`src/rtl/vc_input_controller.sv`:
```
// Ring-NoC router input port: one DEPTH-deep FIFO per virtual channel. The link
// polarity picks the FIFO written and the FIFO drained; the drained head routes by hop count.
module vc_input_controller #(
  parameter int DATA_W = 64,
  parameter int HOP_W  = 8,
  parameter int DEPTH  = 4,
  parameter int PTR_W  = $clog2(DEPTH)
) (
  input  logic              clk,
  input  logic              reset,
  input  logic              polarity,
  input  logic              si,
  output logic              ri,
  input  logic [DATA_W-1:0] di,
  output logic              req_1,
  output logic              req_2,
  input  logic              grant_arbiter_1,
  input  logic              grant_arbiter_2,
  output logic [DATA_W-1:0] output_1,
  output logic [DATA_W-1:0] output_2,
  output logic              err_vc,
  output logic              err_hop,
  output logic [PTR_W:0]    occ_even,
  output logic [PTR_W:0]    occ_odd
);

  localparam int HOP_LSB = DATA_W - 8 - HOP_W;

  // Index 0 is the even VC FIFO, index 1 the odd VC FIFO.
  logic [1:0]        wf_sel;
  logic [1:0]        rf_sel;
  logic [1:0]        fifo_full;
  logic [1:0]        fifo_empty;
  logic [DATA_W-1:0] fifo_head [2];
  logic [PTR_W:0]    fifo_count [2];

  logic              accept;
  logic              vc_ok;
  logic              push_any;
  logic              pop_any;
  logic              drop_hop;
  logic [DATA_W-1:0] rf_head;
  logic              rf_empty;
  logic              wf_full;
  logic [HOP_W-1:0]  head_hop;
  logic              err_vc_reg;
  logic              err_hop_reg;

  assign wf_sel   = {~polarity, polarity};
  assign rf_sel   = {polarity, ~polarity};
  assign rf_head  = polarity ? fifo_head[1] : fifo_head[0];
  assign rf_empty = polarity ? fifo_empty[1] : fifo_empty[0];
  assign wf_full  = polarity ? fifo_full[0] : fifo_full[1];
  assign head_hop = rf_head[HOP_LSB +: HOP_W];

  assign ri       = reset & ~wf_full;
  assign accept   = si & ri;
  assign vc_ok    = (di[DATA_W-1] == ~polarity);
  assign push_any = accept & vc_ok;

  genvar gi;
  generate
    for (gi = 0; gi < 2; gi++) begin : g_fifo
      logic [DATA_W-1:0] mem_reg [DEPTH];
      logic [PTR_W-1:0]  wr_ptr_reg;
      logic [PTR_W-1:0]  rd_ptr_reg;
      logic [PTR_W:0]    count_reg;
      logic              fifo_push;
      logic              fifo_pop;

      assign fifo_push = push_any & wf_sel[gi];
      assign fifo_pop  = pop_any & rf_sel[gi];

      // Storage carries no reset; emptiness is tracked by the pointers alone.
      always_ff @(posedge clk) begin
        if (fifo_push) mem_reg[wr_ptr_reg] <= di;
      end

      always_ff @(posedge clk or negedge reset) begin
        if (!reset) begin
          wr_ptr_reg <= '0;
          rd_ptr_reg <= '0;
          count_reg  <= '0;
        end else begin
          if (fifo_push) wr_ptr_reg <= wr_ptr_reg + 1'b1;
          if (fifo_pop)  rd_ptr_reg <= rd_ptr_reg + 1'b1;
          // A FIFO is never written and drained in the same cycle.
          if (fifo_push)     count_reg <= count_reg + 1'b1;
          else if (fifo_pop) count_reg <= count_reg - 1'b1;
        end
      end

      assign fifo_head[gi]  = mem_reg[rd_ptr_reg];
      assign fifo_count[gi] = count_reg;
      assign fifo_full[gi]  = (count_reg == (PTR_W+1)'(DEPTH));
      assign fifo_empty[gi] = (count_reg == '0);
    end
  endgenerate

  always_comb begin
    req_1    = 1'b0;
    req_2    = 1'b0;
    output_1 = '0;
    output_2 = '0;
    pop_any  = 1'b0;
    drop_hop = 1'b0;
    if (!rf_empty) begin
      if (head_hop == '0) begin
        drop_hop = 1'b1;
        pop_any  = 1'b1;
      end else if (head_hop == HOP_W'(1)) begin
        req_2    = 1'b1;
        output_2 = rf_head;
        output_2[HOP_LSB +: HOP_W] = '0;
        pop_any  = grant_arbiter_2;
      end else begin
        req_1    = 1'b1;
        output_1 = rf_head;
        output_1[HOP_LSB +: HOP_W] = head_hop >> 1;
        pop_any  = grant_arbiter_1;
      end
    end
  end

  always_ff @(posedge clk or negedge reset) begin
    if (!reset) begin
      err_vc_reg  <= 1'b0;
      err_hop_reg <= 1'b0;
    end else begin
      err_vc_reg  <= accept & ~vc_ok;
      err_hop_reg <= drop_hop;
    end
  end

  assign err_vc   = err_vc_reg;
  assign err_hop  = err_hop_reg;
  assign occ_even = fifo_count[0];
  assign occ_odd  = fifo_count[1];

endmodule

```
`config.mk`:
```
export PLATFORM = sky130hd
export DESIGN_NAME = vc_input_controller
export DESIGN_NICKNAME = d
export VERILOG_FILES = /design/src/rtl/vc_input_controller.sv
export SDC_FILE = /design/constraint.sdc
export NUM_CORES = 1
export LEC_CHECK = 0
export ABC_CLOCK_PERIOD_IN_PS = 3800
export CAP_MARGIN = 20
export CORE_AREA = 2 2 195 197
export CTS_CLUSTER_DIAMETER = 60
export CTS_CLUSTER_SIZE = 24
export DETAILED_ROUTE_END_ITERATION = 6
export DIE_AREA = 0 0 197 199
export PLACE_DENSITY = 0.78
export SLEW_MARGIN = 20
export SYNTH_ARGS = -nofsm -noshare
export SYNTH_HDL_FRONTEND = slang
export SYNTH_SLANG_ARGS = --single-unit
```
`constraint.sdc`:
```
create_clock -name clk -period 3.8 [get_ports clk]
set_clock_uncertainty 0.05 [all_clocks]
set_input_delay 0.76 -clock clk [delete_from_list [all_inputs] [get_ports clk]]
set_output_delay 0.76 -clock clk [all_outputs]
set_load 0.01 [all_outputs]
```
==> impl_metrics.env, run 1 <==
export IMPL_r2r_cells=9
export IMPL_cts_tree="yes"
export IMPL_die_w_um=197
export IMPL_cts_path_max_buffers=3
export IMPL_grt_usage=0.231
export IMPL_use_met3=0.0387
export IMPL_start_util=0.560
export IMPL_seq_area_frac_synth=0.759
export IMPL_grt_pass1_vias=10600
export IMPL_vias_per_cell=5.94
export IMPL_crit_arrival_ns=3.37
export IMPL_gr_total_overflow=0
export IMPL_vias=10600
export IMPL_startpoint_type="flop"
export IMPL_worst_slew_pin_slew_ns=0.690
export IMPL_rows=71
export IMPL_fmax_mhz=239
export IMPL_synth_edf_count=512
export IMPL_htreeDepth=2
export IMPL_insertedDiodeCount=0
export IMPL_areaGrowthSynthToFinish_pct=22.7
export IMPL_final_cell_mix="512 x edfxtp_1, 122 x mux4_2, 84 x clkdlybuf4s50_1, 77 x nor2_1, 71 x buf_2"
export IMPL_drc=0
export IMPL_crit_end="output_1[12]"
export IMPL_whs_ns=0.484
export IMPL_grt_pass1_wl_um=66100
export IMPL_finalHoldViolCount=0
export IMPL_slew_viol_final=0
export IMPL_synthArstFlopShare=0.0303
export IMPL_avgSynthCellArea_sq_um=20.5
export IMPL_grt_max_degree=41
export IMPL_rrSetupSlack_ns=0.81
export IMPL_period_needed_ns=4.18
export IMPL_cts_root_buf="clkbuf_16"
export IMPL_wl_per_cell_um=25.2
export IMPL_max_slew_margin=0.540
export IMPL_timing_rr_start="g_fifo[1].rd_ptr_reg[0]"
export IMPL_cts_hold_buf=0
export IMPL_violations="negative setup slack"
export IMPL_min_period_over_period=1.10
export IMPL_gr_usage_met2=0.393
export IMPL_rsz0062_at_grt="true"
export IMPL_ys_ff_latch=528
export IMPL_largest_reg_flops=512
export IMPL_placed_cell_area_sq_um=23900
export IMPL_multi_input_area_sq_um=5060
export IMPL_drive_above_1_share=0.353
export IMPL_syn_instance_count=1016
export IMPL_critPathMaxFanout=7
export IMPL_setup_tns_ns=-31.12
export IMPL_drt_iter0_drc=886
export IMPL_ys_flop_type="edfxtp_1"
export IMPL_fillers=2282
export IMPL_clk_pin_slew_worst_paths_ns=0.08
export IMPL_clock_sinks=528
export IMPL_syn_area_sq_um=20800
export IMPL_drv_cap=0
export IMPL_p_leak_nw=8.77
export IMPL_required_ns=2.99
export IMPL_powerDensity_nw_per_um2=663
export IMPL_wl_um=45000
export IMPL_antenna_found_initial=3
export IMPL_gp_congestion=0.800
export IMPL_final_nets=1367
export IMPL_status="complete, but fails checks"
export IMPL_dp_slack_ns=-0.742
export IMPL_peakVddDrop_mv=0.581
export IMPL_ios=209
export IMPL_synth_warnings=0
export IMPL_top_usage_layer="met2"
export IMPL_drt_pass1_iter_count=5
export IMPL_clkLatencyLatePin_ns=0.53
export IMPL_seq_area_sq_um=15800
export IMPL_startpoint="g_fifo[1].rd_ptr_reg[0]"
export IMPL_core_sq_um=37100
export IMPL_die_area_sq_um=39200
export IMPL_worst_setup_path_type="reg2out"
export IMPL_die_y_um=199
export IMPL_min_path_type="reg2reg"
export IMPL_cp_end_kind="output port"
export IMPL_antenna_left=0
export IMPL_postLayoutCellArea_sq_um=25500
export IMPL_regToRegEndpoint="occ_even[1]"
export IMPL_ys_types=48
export IMPL_finalSetupViolCount=114
export IMPL_final_common_cell="edfxtp_1"
export IMPL_cts_made_buffers=34
export IMPL_met1_usage=0.314
export IMPL_portBuffers=199
export IMPL_setup_slack_ns=-0.377
export IMPL_dp_hpwl_um=25700
==> worst min path at each step <==
stage,start,end,slack (ns),cells after the start
floorplan,reset,err_hop,0.41,0
global placement,occ_even[2],occ_even[2],0.47,1
detailed placement,occ_even[2],occ_even[2],0.48,1
CTS,occ_even[2],occ_even[2],0.49,1
global route,occ_even[2],occ_even[2],0.51,1
finish,occ_even[2],occ_even[2],0.48,1
==> through the flow <==
step / std cells / power [mW] / utilization
2_1_floorplan: 1024 / 9.95 / -
3_3_place_gp: 1704 / 12.1 / 0.644
3_5_place_dp: 1704 / 12.2 / 0.644
4_1_cts: 1784 / 16.5 / 0.679
5_1_grt: 1784 / 17.6 / 0.687
6_report: 1784 / 16.9 / 0.687
==> power by group <==
group	total [mW]	internal, mW	switching (mW)
registers	6.80	6.63	0.169
logic	6.24	3.26	2.98
clock network	3.87	1.91	1.97
==> layer usage <==
metal | routed length, um | part of all wire | vias to the layer above
li1 | - | - | 4599
met1 | 18000 | 0.40 | 5538
met2 | 23100 | 0.51 | 379
met4 | 922 | 0.021 | 6
met3 | 2920 | 0.065 | 72
met5 | 34 | 0.00076 | -
==> critical path: stages, from the launching register on <==
cell and delay (ns):
dfrtp_4 0.51, mux4_2 0.54, a21o_1 0.21, or3_4 0.33
or4_4 0.45, buf_6 0.15, nand2_8 0.10, buf_6 0.13
buf_16 0.13, buf_12 0.11, nor2_4 0.03, buf_6 0.13
==> cell families (layout without fill, tap and decap cells) <==
| logic type | after synthesis | in the layout | synth area share |
|---|---|---|---|
| flip-flops | 528 | 528 | 0.759 |
| AND/OR/NAND/NOR | 175 | 175 | 0.0374 |
| adder cells (fa/ha/maj) | 10 | 10 | 0.00674 |
| XOR/XNOR | 11 | 11 | 0.00463 |
| multiplexers | 194 | 194 | 0.167 |
| AO/OA/AOI/OAI | 24 | 24 | 0.00800 |
| other | 1 | 9 | 0.000180 |
| buffers and inverters | 73 | 359 | 0.0172 |
==> synth_stat cells, drive strengths merged, types with 2 or more instances <==
cell    instances  area [sq um]
a21o            3          22.5
nor3            6          30.0
nor2          128           480
clkbuf         19          71.3
nor3b           2          15.0
edfxtp        512         15400
xnor2           4          35.0
buf            42           241
mux2i          67           671
o21ai           3          15.0
mux4          122          2750
nand3b          3          35.0
o22ai           5          31.3
mux2            5          60.1
a21oi           5          28.8
or3             2          17.5
ha              8           100
xor2            7          61.3
inv            11          41.3
and2           11          68.8
dfrtp          16           400
nor4            2          12.5
nand2          12          45.0
fa              2          40.0
a211oi          2          15.0
or2             2          12.5
==> area by class of cell <==
| type | instances | area share |
|---|---|---|
| clock buffers | 35 | 0.0343 |
| clock inverters | 24 | 0.0106 |
| inverters | 12 | 0.00186 |
| multi-input cells | 423 | 0.198 |
| flip-flops and latches | 528 | 0.619 |
| well taps | 474 | 0.0232 |
| repair buffers | 288 | 0.113 |
==> repair_timing <==
item / CTS / global route
setup buffers: 15 / 1
gates resized for setup: 507 / 101
endpoints found under the setup margin: 116 / 116
pin swaps: 32 / 19
cloned: 6 / 0
Note: power is estimated with default switching activity, not from simulation.
==> inputs of run 2 (changes only) <==
--- a/config.mk
+++ b/config.mk
@@ -7,12 +7,12 @@
 export LEC_CHECK = 0
 export ABC_CLOCK_PERIOD_IN_PS = 3800
 export CAP_MARGIN = 20
-export CORE_AREA = 2 2 195 197
+export CORE_AREA = 2 2 286 288
 export CTS_CLUSTER_DIAMETER = 60
 export CTS_CLUSTER_SIZE = 24
 export DETAILED_ROUTE_END_ITERATION = 6
-export DIE_AREA = 0 0 197 199
-export PLACE_DENSITY = 0.78
+export DIE_AREA = 0 0 288 290
+export PLACE_DENSITY = 0.42
 export SLEW_MARGIN = 20
 export SYNTH_ARGS = -nofsm -noshare
 export SYNTH_HDL_FRONTEND = slang
==> run 2 against run 1 <==
Effect of this change: the flow still finishes with violations (negative setup slack); register-to-register slack got worse by 0.15 ns; clock power increased by 28%; sequential power about the same; flip-flop and latch count unchanged; largest cell class unchanged.
==> impl_metrics.env, run 2 (same netlist as run 1, synthesis figures left out) <==
export IMPL_status="complete, but fails checks"
export IMPL_violations="negative setup slack"
export IMPL_core_sq_um=80200
export IMPL_die_area_sq_um=83500
export IMPL_die_y_um=290
export IMPL_grt_pass1_wl_um=81100
export IMPL_critPathMaxFanout=22
export IMPL_setup_slack_ns=-0.574
export IMPL_finalSetupViolCount=114
export IMPL_power_switching_mw=5.71
export IMPL_clkLatencyLatePin_ns=0.58
export IMPL_startpoint_type="flop"
export IMPL_final_common_cell="edfxtp_1"
export IMPL_critPathMaxStageDelay_ns=0.57
export IMPL_dp_hpwl_um=32900
export IMPL_largest_reg_flops=512
export IMPL_clk_pin_slew_worst_paths_ns=0.07
export IMPL_antenna_left=0
export IMPL_grt_usage=0.134
export IMPL_final_nets=1421
export IMPL_die_w_um=288
export IMPL_cts_path_max_buffers=3
export IMPL_hold_depth=1
export IMPL_seqPwrFrac=0.377
export IMPL_cts_made_buffers=46
export IMPL_cts_tree="yes"
export IMPL_required_ns=2.99
export IMPL_vias_per_cell=4.41
export IMPL_path_cells="mux2_4 > nor4b_4 > a211oi_2 > or3_4 > or4_4 > nand3b_4 > buf_8 > nor2_2 > clkdlybuf4s15_2"
export IMPL_max_slew_margin=0.594
export IMPL_insertedDiodeCount=0
export IMPL_gp_congestion=0.739
export IMPL_start_util=0.259
export IMPL_ios=209
export IMPL_dp_slack_ns=-0.719
export IMPL_drv_cap=0
export IMPL_min_path_type="reg2reg"
export IMPL_cts_root_buf="clkbuf_16"
export IMPL_clockPowerShare=0.274
export IMPL_areaGrowthSynthToFinish_pct=31.6
export IMPL_drive_above_1_share=0.405
export IMPL_cp_end_kind="output port"
export IMPL_instances_no_fill=2438
export IMPL_clock_sinks=528
export IMPL_drt_iter0_drc=688
export IMPL_drt_pass1_iter_count=4
export IMPL_p_int_mw=12.3
export IMPL_crit_arrival_ns=3.56
export IMPL_peakVddDrop_mv=0.338
export IMPL_worst_setup_path_type="reg2out"
export IMPL_htreeDepth=2
export IMPL_vias=10800
export IMPL_swShare=0.316
export IMPL_gr_total_overflow=0
export IMPL_final_cell_mix="512 x edfxtp_1, 122 x mux4_2, 83 x clkdlybuf4s50_1, 66 x buf_2, 64 x mux2i_1"
export IMPL_worst_slew_pin_slew_ns=0.592
export IMPL_whs_ns=0.480
export IMPL_grt_max_degree=42
export IMPL_critical_path_slowest_cell="or4_4"
export IMPL_slew_viol_final=0
export IMPL_period_needed_ns=4.37
export IMPL_drc=0
export IMPL_r2r_cells=11
export IMPL_rsz0062_at_grt="true"
export IMPL_dp_cells=2316
export IMPL_wl_um=56800
export IMPL_cts_hold_buf=0
export IMPL_finalHoldViolCount=0
export IMPL_comb_power_share=0.349
export IMPL_antenna_found_initial=7
export IMPL_portBuffers=199
export IMPL_min_period_over_period=1.15
export IMPL_fmax_mhz=229
export IMPL_grt_pass1_vias=11200
export IMPL_wl_per_cell_um=23.3
export IMPL_rows=104
export IMPL_powerDensity_nw_per_um2=660
export IMPL_p_leak_nw=9.25
## run 2: power by group through the flow
stage               clock, mW  sequential (mW)  combinational (mW)
floorplan                   0             6.85                3.10
global placement            0             6.94                5.73
detailed placement          0             6.95                5.75
CTS                      5.13             6.81                6.00
global route             5.34             6.84                6.80
finish                   4.94             6.81                6.30
## run 2: layout make-up
type	instances	area, sq um
Fill cell	7643	52800
Sequential cell	528	15800
Multi-Input combinational cell	423	5140
Timing Repair Buffer	330	3440
Tap cell	1060	1330
Clock buffer	49	1180
Clock inverter	36	422
Inverter	12	52.6
## run 2: final timing paths
| path | startpoint | end | slack (ns) |
|---|---|---|---|
| max | g_fifo[0].rd_ptr_reg[1] | output_2[59] | -0.57 |
| min | occ_odd[2] | occ_odd[2] | 0.48 |
| max reg2reg | g_fifo[1].rd_ptr_reg[0] | occ_even[1] | 0.66 |
| min reg2reg | occ_odd[2] | occ_odd[2] | 0.48 |
| max in group asynchronous | reset | g_fifo[0].rd_ptr_reg[1] | 2.96 |
| min in group asynchronous | reset | err_hop | 0.51 |
## run 2: timing repair
item                                    4_1_cts  5_1_grt
pin swaps                                     7       34
resized for setup                           339      308
endpoints found under the setup margin      114      117
cloned                                        6        3
hold endpoints to repair                      0        0
setup buffers                                24        8
## run 2: stage by stage
stage                      util  power (mW)  instance area (sq um)  TNS (ns)
final                     0.341        18.1                  27400    -56.57
after global routing      0.341        19.0                  27400    -69.18
after CTS                 0.336        17.9                  26900    -66.18
after detailed placement  0.312        12.7                  25000    -78.30
after global placement    0.312        12.7                  25000    -79.22
after floorplan               -        9.95                  20800         0
## run 2: layer usage
metal | GRT usage | vias to the layer above | wire length, um
met5 | 0 | - | 73
met4 | 0.0265 | 12 | 939
met3 | 0.0238 | 73 | 2420
met2 | 0.225 | 217 | 27900
met1 | 0.183 | 5731 | 25500
li1 | - | 4730 | -
## run 2: critical path, delay by kind of cell (launching register included)
family          cells  cell delay [ns]
flops               1             0.56
mux                 1             0.35
simple gates        5             1.55
compound gates      1             0.06
buf+inv             2             0.43
